File: src/rtl/fmt_pkg.sv
// Shared types, sizes and the per-nibble add-3 helper for the BCD result formatter.
package fmt_pkg;

  localparam int unsigned WIDTH_DEF  = 7;
  localparam int unsigned DIGITS_DEF = 3;
  localparam int unsigned BCD_W      = 4 * DIGITS_DEF;
  localparam int unsigned CNT_W      = $clog2(WIDTH_DEF + 1);

  // add3_nibbles works on a fixed maximum width; callers zero-extend and truncate.
  localparam int unsigned MAX_DIGITS = 8;
  localparam int unsigned MAX_BCD_W  = 4 * MAX_DIGITS;

  typedef enum logic [1:0] {
    IDLE   = 2'd0,
    CONV_Q = 2'd1,
    CONV_R = 2'd2,
    FINISH = 2'd3
  } state_e;

  // Adds 3 to every nibble that is 5 or more; nibbles never carry into each other.
  function automatic logic [MAX_BCD_W-1:0] add3_nibbles(input logic [MAX_BCD_W-1:0] v);
    logic [MAX_BCD_W-1:0] r;
    logic [3:0]           nib;
    r = v;
    for (int i = 0; i < int'(MAX_DIGITS); i++) begin
      nib = v[4*i +: 4];
      if (nib >= 4'd5) nib = nib + 4'd3;
      r[4*i +: 4] = nib;
    end
    return r;
  endfunction

endpackage

File: src/rtl/result_bcd_formatter_dd_step.sv
// One combinational double-dabble iteration: add-3 correction, then shift {acc, shift} left.
module dd_step
  import fmt_pkg::*;
#(
  parameter int unsigned WIDTH  = WIDTH_DEF,
  parameter int unsigned DIGITS = DIGITS_DEF
) (
  input  logic [4*DIGITS-1:0] acc_i,
  input  logic [WIDTH-1:0]    shift_i,
  output logic [4*DIGITS-1:0] acc_c_o,
  output logic [WIDTH-1:0]    shift_c_o
);

  localparam int unsigned ACC_W = 4 * DIGITS;

  logic [ACC_W-1:0] adj;

  // Correct digits first, then move the next binary bit into the units nibble.
  always_comb begin
    adj                    = ACC_W'(add3_nibbles(MAX_BCD_W'(acc_i)));
    {acc_c_o, shift_c_o}   = {adj, shift_i} << 1;
  end

endmodule

File: src/rtl/result_bcd_formatter.sv
// Captures divider quotient/remainder and converts both to packed BCD, one bit per clock.
module result_bcd_formatter
  import fmt_pkg::*;
#(
  parameter int unsigned WIDTH  = WIDTH_DEF,
  parameter int unsigned DIGITS = DIGITS_DEF
) (
  input  logic                clk,
  input  logic                rst,
  input  logic                start,
  input  logic [WIDTH-1:0]    Q_in,
  input  logic [WIDTH-1:0]    R_in,
  output logic                ready,
  output logic [4*DIGITS-1:0] q_bcd,
  output logic [4*DIGITS-1:0] r_bcd,
  output logic                done
);

  localparam int unsigned ACC_W = 4 * DIGITS;
  localparam int unsigned CNT_B = $clog2(WIDTH + 1);

  // Digit count must cover the largest input value and fit the helper's width.
  if ((64'(10) ** DIGITS) <= ((64'(1) << WIDTH) - 64'(1))) begin : g_bad_digits
    $error("result_bcd_formatter: DIGITS too small for WIDTH");
  end
  if (DIGITS > MAX_DIGITS) begin : g_bad_max
    $error("result_bcd_formatter: DIGITS exceeds add3_nibbles width");
  end

  state_e             state_q, state_d;
  logic [WIDTH-1:0]   q_shift_q, q_shift_d;
  logic [WIDTH-1:0]   r_shift_q, r_shift_d;
  logic [ACC_W-1:0]   acc_q, acc_d;
  logic [CNT_B-1:0]   cnt_q, cnt_d;
  logic [ACC_W-1:0]   q_res_q, q_res_d;
  logic [ACC_W-1:0]   q_bcd_q, q_bcd_d;
  logic [ACC_W-1:0]   r_bcd_q, r_bcd_d;
  logic               ready_q, ready_d;
  logic               done_q, done_d;

  logic [WIDTH-1:0]   shift_src;
  logic [ACC_W-1:0]   step_acc;
  logic [WIDTH-1:0]   step_shift;
  logic               last_c;

  // Single iteration engine shared by both conversions.
  assign shift_src = (state_q == CONV_R) ? r_shift_q : q_shift_q;
  assign last_c    = (cnt_q == CNT_B'(WIDTH - 1));

  dd_step #(
    .WIDTH  (WIDTH),
    .DIGITS (DIGITS)
  ) u_dd_step (
    .acc_i     (acc_q),
    .shift_i   (shift_src),
    .acc_c_o   (step_acc),
    .shift_c_o (step_shift)
  );

  // State register plus datapath and output registers.
  always_ff @(posedge clk or posedge rst) begin
    if (rst) begin
      state_q   <= IDLE;
      q_shift_q <= '0;
      r_shift_q <= '0;
      acc_q     <= '0;
      cnt_q     <= '0;
      q_res_q   <= '0;
      q_bcd_q   <= '0;
      r_bcd_q   <= '0;
      ready_q   <= 1'b1;
      done_q    <= 1'b0;
    end else begin
      state_q   <= state_d;
      q_shift_q <= q_shift_d;
      r_shift_q <= r_shift_d;
      acc_q     <= acc_d;
      cnt_q     <= cnt_d;
      q_res_q   <= q_res_d;
      q_bcd_q   <= q_bcd_d;
      r_bcd_q   <= r_bcd_d;
      ready_q   <= ready_d;
      done_q    <= done_d;
    end
  end

  // Next-state logic: start only matters in IDLE; FINISH always returns to IDLE.
  always_comb begin
    state_d = state_q;
    unique case (state_q)
      IDLE:    if (start) state_d = CONV_Q;
      CONV_Q:  if (last_c) state_d = CONV_R;
      CONV_R:  if (last_c) state_d = FINISH;
      FINISH:  state_d = IDLE;
      default: state_d = IDLE;
    endcase
  end

  // Datapath next values; published digits change only on entry to FINISH.
  always_comb begin
    q_shift_d = q_shift_q;
    r_shift_d = r_shift_q;
    acc_d     = acc_q;
    cnt_d     = cnt_q;
    q_res_d   = q_res_q;
    q_bcd_d   = q_bcd_q;
    r_bcd_d   = r_bcd_q;
    unique case (state_q)
      IDLE: begin
        if (start) begin
          q_shift_d = Q_in;
          r_shift_d = R_in;
          acc_d     = '0;
          cnt_d     = '0;
        end
      end
      CONV_Q: begin
        acc_d     = step_acc;
        q_shift_d = step_shift;
        cnt_d     = cnt_q + CNT_B'(1);
        if (last_c) begin
          q_res_d = step_acc;
          acc_d   = '0;
          cnt_d   = '0;
        end
      end
      CONV_R: begin
        acc_d     = step_acc;
        r_shift_d = step_shift;
        cnt_d     = cnt_q + CNT_B'(1);
        if (last_c) begin
          q_bcd_d = q_res_q;
          r_bcd_d = step_acc;
          acc_d   = '0;
          cnt_d   = '0;
        end
      end
      default: ;
    endcase
  end

  // Output flags are registered copies of the upcoming state.
  always_comb begin
    ready_d = (state_d == IDLE);
    done_d  = (state_d == FINISH);
  end

  assign ready = ready_q;
  assign done  = done_q;
  assign q_bcd = q_bcd_q;
  assign r_bcd = r_bcd_q;

endmodule

File: config.mk
export PLATFORM = sky130hd
export DESIGN_NAME = result_bcd_formatter
export DESIGN_NICKNAME = d
export VERILOG_FILES = /design/src/rtl/fmt_pkg.sv /design/src/rtl/result_bcd_formatter_dd_step.sv /design/src/rtl/result_bcd_formatter.sv
export SDC_FILE = /design/constraint.sdc
export NUM_CORES = 1
export LEC_CHECK = 0
export BUFFER_PORTS_ARGS = -buffer_cell sky130_fd_sc_hd__buf_2
export CORE_ASPECT_RATIO = 0.8
export CORE_UTILIZATION = 45
export CTS_BUF_LIST = sky130_fd_sc_hd__clkbuf_8
export CTS_CLUSTER_DIAMETER = 60
export DETAILED_ROUTE_END_ITERATION = 7
export GPL_TIMING_DRIVEN = 0
export HOLD_SLACK_MARGIN = 0.06
export PLACE_DENSITY_LB_ADDON = 0.05
export SYNTH_ARGS = -nofsm -noshare
export SYNTH_HDL_FRONTEND = slang
export SYNTH_SLANG_ARGS = --single-unit
File: constraint.sdc
create_clock -name clk -period 2.5 [get_ports clk]
set_clock_uncertainty 0.2 [all_clocks]
set_input_delay 0.5 -clock clk [delete_from_list [all_inputs] [get_ports clk]]
set_output_delay 0.5 -clock clk [all_outputs]
set_load 0.05 [all_outputs]
==> out/metrics.cfg, run 1 <==
[grt]
grt_pass1_vias = 2218
gr-total-overflow = 0
gr-usage-all-layers = 0.204
antenna_found_initial = 0
grt_max_degree = 70
grt_pass1_wl_um = 11300

[worst_setup_path]
timing.rr.end = q_shift_q[1]
crit_slowest_cell = a221o_1
critPathRequiredTime_ns = 2.53
r2r_slack_ns = 0.45
max_stage_delay_ns = 0.44
critPathCaptureType = flip-flop
worstSetupPathType = reg2reg
timing.critical_path.fanout_max = 8
rr_worst_depth = 6
crit_chain = inv_1 -> ha_1 -> nand2b_1 -> buf_4 -> o21ai_0 -> a221o_1
r2r_start = state_q[0]
crit_start = state_q[0]
crit_end = q_shift_q[1]
crit_arrival_ns = 2.07
startpoint_type = flip-flop

[routing]
wl_um = 6810
wl_met2_um = 2860
vias_per_cell = 5.20
drt_iter0_markers = 130
met1_length_um = 3660
firstDrtPassIters = 4
routed-wl-met3_um = 213
top_layer_used = met4
wl_per_cell_um = 15.3
vias = 2314
post-route-drc-count = 0
detail-route-antenna-nets = 0

[cells_and_area]
drive_gt1_frac = 0.271
diodes = 0
fillCellCount = 642
final_cell_area_um2 = 3750
syn2layout_area_growth_pct = 17.2
finalNonFillerCells = 445
fin_nets = 379

[floorplan]
dieArea_um2 = 7460
design.portCount = 43
row_count = 27
start_util = 0.465
dieWidth_um = 96.3
coreArea_um2 = 6890
die_h_um = 77.5

[power_and_ir_drop]
switching_power_uw = 1410
leakage_uw = 0.00178
pwr-share-comb = 0.329
powerDensity_nw_per_um2 = 1030
p_int_uw = 2440
seq_power_share = 0.399
peakVddDrop_mv = 0.522
sw_frac_of_total = 0.366
p_clk_frac = 0.272

[place]
place_area_um2 = 3520
dp_slack_ns = 0.445
dp.cells = 429
portBuffers = 42
place_congestion = 0.791
hpwl_um = 4770

[yosys]
yosysWarnings = 0
ys_ff_latch = 69
syn-num-nets = 326
avgSynthCellArea_um2 = 10.7
seq_area_frac_synth = 0.539
synth_area_um2 = 3200
ys_types = 38
postSynthCellCount = 300

[cts]
path_clk_slew_ns = 0.08
cts.repair.resized = 0
cts_setup_buffers = 0
cts.sinks = 69
cts_tree = built
cts_buffers = 9
htreeDepth = 3
clockBufferDepth = 2
clock_latency_ns = 0.34
cts-root-buf = clkbuf_8
hold_buffers = 0

[timing]
hold_viol = 0
rsz0062_at_grt = false
worst_slack_ns = 0.453
slew_violations = 0
worst_pin_slew_ns = 0.848
max-slew-margin-rel = 0.435
clock.fmax_mhz = 489
whs_ns = 0.119
setup_violations = 0
min_period_over_period = 0.819
fin_crit_ns = 2.05

[flow_run]
max-cap-violations = 0

[hold_path]
worstHoldPathType = in2async

[status]
run_status = finished, final reports clean

## power by group through the flow
stage | clock [µW] | sequential [µW] | combinational [µW]
after floorplan | 0 | 1540 | 937
after global placement | 0 | 1560 | 1250
after detailed placement | 0 | 1560 | 1280
after CTS | 1080 | 1540 | 1280
after global routing | 1120 | 1580 | 1450
final | 1050 | 1540 | 1270
## worst max-delay path: cells and delay by family, from the launching register on
family	cells	cell delay, ns
DFF	1	0.39
adders and majority gates	1	0.27
and+or+nand+nor	1	0.10
buffers and inverters	2	0.24
AOI/OAI and AO/OA	2	0.74
## worst min-delay path by stage
stage                     cells past startpoint    startpoint      endpoint  slack (ns)
final                                         2           rst  r_shift_q[5]        0.12
after global routing                          3       R_in[6]  r_shift_q[6]        0.19
after CTS                                     2           rst  r_shift_q[5]        0.15
after detailed placement                      2  q_shift_q[0]  q_shift_q[0]        0.26
after global placement                        2  q_shift_q[0]  q_shift_q[0]        0.25
after floorplan                               2  q_shift_q[0]  q_shift_q[0]        0.24
## cell type report
cell class                 instances  area, µm²  share of cell area
timing repair buffer              42        210              0.0560
inverter                          12       47.5              0.0127
tap                               87        109              0.0290
multi-input combinational        206       1350               0.359
buffer                            13       83.8              0.0223
sequential                        69       1730               0.460
clock inverter                     7        106              0.0283
clock buffer                       9        124              0.0330
## cells in the mapped netlist
master | instances | area, µm²
dfrtp_1 | 68 | 1700
nand2_1 | 44 | 165
o21ai_0 | 38 | 190
mux2_2 | 15 | 169
nor2_1 | 15 | 56.3
inv_1 | 12 | 45.0
a21oi_1 | 11 | 55.1
ha_1 | 9 | 113
nor2b_1 | 9 | 56.3
o22ai_1 | 8 | 50.1
buf_2 | 7 | 35.0
mux2_4 | 6 | 90.1
a221o_1 | 5 | 50.1
nand2b_1 | 5 | 31.3
nor3b_1 | 5 | 37.5
a22oi_1 | 4 | 30.0
a211oi_1 | 3 | 22.5
buf_4 | 3 | 22.5
mux2i_1 | 3 | 30.0
nand4_1 | 3 | 18.8
o211ai_1 | 3 | 22.5
o21ai_1 | 3 | 15.0
xnor2_1 | 3 | 26.3
buf_6 | 2 | 22.5
nand3b_1 | 2 | 15.0
nand4b_1 | 2 | 17.5
a22oi_2 | 1 | 12.5
a31oi_1 | 1 | 6.26
and3b_2 | 1 | 10.0
clkbuf_1 | 1 | 3.75
dfstp_2 | 1 | 26.3
nand2_4 | 1 | 11.3
nand3_1 | 1 | 5.00
nor2_2 | 1 | 6.26
o211a_1 | 1 | 10.0
o21bai_1 | 1 | 7.51
o2bb2ai_1 | 1 | 8.76
or2b_1 | 1 | 7.51
## through the flow
stage	TNS [ns]	power, µW	util
2_1_floorplan	0	2480	-
3_3_place_gp	-58.49	2810	0.511
3_5_place_dp	0	2840	0.511
4_1_cts	0	3900	0.545
5_1_grt	0	4140	0.545
6_report	0	3860	0.545
## state kept, by name, indices dropped and copies added (netlist names)
register	cells
acc_q	12
cnt_q	3
done	1
q_bcd	12
q_res_q	12
q_shift_q	7
r_bcd	12
r_shift_q	7
ready	1
state_q	2
## cells in the final DEF (no fill, tap or decap), types with 4 or more instances in the layout
master	netlist	routed
clkbuf_8	0	9
buf_2	7	49
a221o_1	5	5
a22oi_1	4	4
dfrtp_1	68	68
nand2_1	44	44
mux2_2	15	15
mux2_4	6	6
nor3b_1	5	5
o22ai_1	8	8
nor2b_1	9	9
nand2b_1	5	5
o21ai_0	38	38
a21oi_1	11	11
ha_1	9	9
inv_1	12	11
nor2_1	15	15
## kinds of logic (layout without fill, tap and decap cells)
| group | count (synthesis) | in the layout | share of synthesized area |
|---|---|---|---|
| AOI/OAI and AO/OA | 80 | 80 | 0.150 |
| xor gates and xnor gates | 3 | 3 | 0.00820 |
| adders and majority gates | 9 | 9 | 0.0352 |
| buffers and inverters | 25 | 83 | 0.0402 |
| DFF | 69 | 69 | 0.539 |
| muxes | 24 | 24 | 0.0902 |
| and+or+nand+nor | 90 | 90 | 0.137 |
## per-layer routing
layer,global-route usage,vias up
met2,0.281,33
li1,-,1163
met3,0.0569,5
met4,0.0662,0
met5,0,-
met1,0.306,1113
Note: power is estimated with default switching activity, not from simulation.
==> run 2, diff against run 1 <==
==> constraint.sdc (replaced) <==
create_clock -name clk -period 1.9 [get_ports clk]
set_clock_uncertainty 0.2 [all_clocks]
set_input_delay 0.38 -clock clk [delete_from_list [all_inputs] [get_ports clk]]
set_output_delay 0.38 -clock clk [all_outputs]
set_load 0.05 [all_outputs]
==> out/metrics.cfg, run 2 (synthesized netlist as in run 1, its figures left out) <==
[status]
run_status = finished, final reports clean  ; unchanged

[grt]
grt_max_degree = 27  ; was 70
antenna_found_initial = 0  ; unchanged
grt_pass1_vias = 2307  ; was 2218
grt_pass1_wl_um = 11500  ; was 11300 µm
gr-usage-all-layers = 0.207  ; was 0.204
gr-total-overflow = 0  ; unchanged

[worst_setup_path]
timing.rr.end = q_shift_q[2]  ; was q_shift_q[1]
crit_arrival_ns = 1.85  ; was 2.07 ns
worstSetupPathType = reg2reg  ; unchanged
crit_start = state_q[0]  ; unchanged
cp_num_cells = 6  ; unchanged
crit_slowest_cell = dfrtp_1  ; was a221o_1
max_stage_delay_ns = 0.39  ; was 0.44 ns
crit_chain = inv_2 -> ha_4 -> mux2_4 -> a22oi_1 -> nor2b_1 -> a221o_1  ; was inv_1 -> ha_1 -> nand2b_1 -> buf_4 -> o21ai_0 -> a221o_1
startpoint_type = flip-flop  ; unchanged
crit_end = q_shift_q[2]  ; was q_shift_q[1]
cp_top_family = compound AO/OA/AOI/OAI gates  ; unchanged
r2r_start = state_q[0]  ; unchanged
critPathCaptureType = flip-flop  ; unchanged
path_buf_inv = 1  ; was 2
critPathRequiredTime_ns = 1.92  ; was 2.53 ns
r2r_slack_ns = 0.08  ; was 0.45 ns
rr_worst_depth = 6  ; unchanged
timing.critical_path.fanout_max = 6  ; was 8

[timing]
clock.fmax_mhz = 549  ; was 489 MHz
min_period_over_period = 0.960  ; was 0.819
fin_crit_ns = 1.82  ; was 2.05 ns
whs_ns = 0.0822  ; was 0.119 ns
hold_viol = 0  ; unchanged
slew_violations = 0  ; unchanged
setup_violations = 0  ; unchanged
worst_pin_slew_ns = 0.500  ; was 0.848 ns
max-slew-margin-rel = 0.666  ; was 0.435

[floorplan]
dieArea_um2 = 7460  ; unchanged
start_util = 0.465  ; unchanged
design.portCount = 43  ; unchanged
die_h_um = 77.5  ; unchanged
coreArea_um2 = 6890  ; unchanged
row_count = 27  ; unchanged
dieWidth_um = 96.3  ; unchanged

[place]
portBuffers = 42  ; unchanged
place_congestion = 0.763  ; was 0.791
hpwl_um = 4970  ; was 4770 µm
dp.cells = 431  ; was 429
place_area_um2 = 3570  ; was 3520 µm²

[routing]
vias_per_cell = 5.34  ; was 5.20
post-route-drc-count = 0  ; unchanged
detail-route-antenna-nets = 0  ; unchanged
firstDrtPassIters = 4  ; unchanged
wl_per_cell_um = 15.5  ; was 15.3 µm
vias = 2407  ; was 2314
wl_um = 7010  ; was 6810 µm
drt_iter0_markers = 118  ; was 130

[cts]
path_clk_slew_ns = 0.07  ; was 0.08 ns
htreeDepth = 3  ; unchanged
cts-root-buf = clkbuf_8  ; unchanged
cts.sinks = 69  ; unchanged
clockBufferDepth = 2  ; unchanged
cts_tree = built  ; unchanged
cts_buffers = 9  ; unchanged
clock_latency_ns = 0.34  ; about the same

[cells_and_area]
final_common_cell = dfrtp_1  ; unchanged
diodes = 0  ; unchanged
final_cell_mix = dfrtp_1, buf_2, nand2_1, o21ai_0, nor2_1  ; was dfrtp_1, buf_2, nand2_1, o21ai_0
fin_nets = 385  ; was 379
drive_gt1_frac = 0.335  ; was 0.271
syn2layout_area_growth_pct = 24.8  ; was 17.2%
finalNonFillerCells = 451  ; was 445
final_cell_area_um2 = 4000  ; was 3750 µm²

[power_and_ir_drop]
powerDensity_nw_per_um2 = 1370  ; was 1030 nW/µm²
totalPowerFinal_uw = 5480  ; was 3860 µW
leakage_uw = 0.00184  ; was 0.00178 µW
peakVddDrop_mv = 0.798  ; was 0.522 mV

[flow_run]
max-cap-violations = 0  ; unchanged

[hold_path]
worstHoldPathType = in2reg  ; was in2async

## run 2: cell type report
cell class	instances	area [µm²]
clock inverters	5	81.3
plain buffers	12	96.3
well taps	87	109
clock buffers	11	151
fillers	634	2900
inverters	12	48.8
multi-input cells	206	1490
flip-flops and latches	69	1730
repair buffers	49	290
## run 2: stage by stage
step	worst slack, ns	util	TNS, ns
final	0.0769	0.580	0
after global placement	-0.131	0.512	-2.17
after detailed placement	-0.152	0.517	-2.33
after floorplan	0.0855	-	0
after global routing	-0.0166	0.580	-0.0242
after CTS	0.00305	0.561	0
## run 2: worst min path at each step
stage	cells past startpoint	startpoint	end
5_1_grt	3	R_in[6]	r_shift_q[6]
6_report	3	R_in[6]	r_shift_q[6]
3_3_place_gp	2	q_shift_q[0]	q_shift_q[0]
2_1_floorplan	2	q_shift_q[0]	q_shift_q[0]
3_5_place_dp	2	rst	r_shift_q[5]
4_1_cts	3	R_in[6]	r_shift_q[6]
## run 2: report_power, final
part / internal (µW) / switching (µW) / leakage, µW / total (µW)
clock: 813 / 550 / 0.000116 / 1360
combinational: 929 / 1140 / 0.000820 / 2070
sequential: 1790 / 263 / 0.000899 / 2050
total: 3530 / 1950 / 0.00184 / 5480
## run 2: routing by layer
metal  global-route usage  part of all wire  up-vias
li1                     -                 -     1173
met1                0.298              0.52     1181
met2                0.301              0.43       47
met3               0.0647             0.041        6
met4               0.0574            0.0087        0
met5                    0                 0        -
## run 2: timing repair
| item | CTS | global route |
|---|---|---|
| pin swaps | 0 | 3 |
| setup buffers | 1 | 3 |
| hold endpoints to repair | 19 | 0 |
| hold buffers | 1 | 0 |
| endpoints found under the setup margin | 34 | 43 |
| gates resized for setup | 15 | 30 |
## run 2: tightest hold or removal path: cells and delay by family
family	cells	cell delay, ns
AO/OA/AOI/OAI	1	0.05
AND/OR/NAND/NOR	1	0.08
buffers and inverters	1	0.07
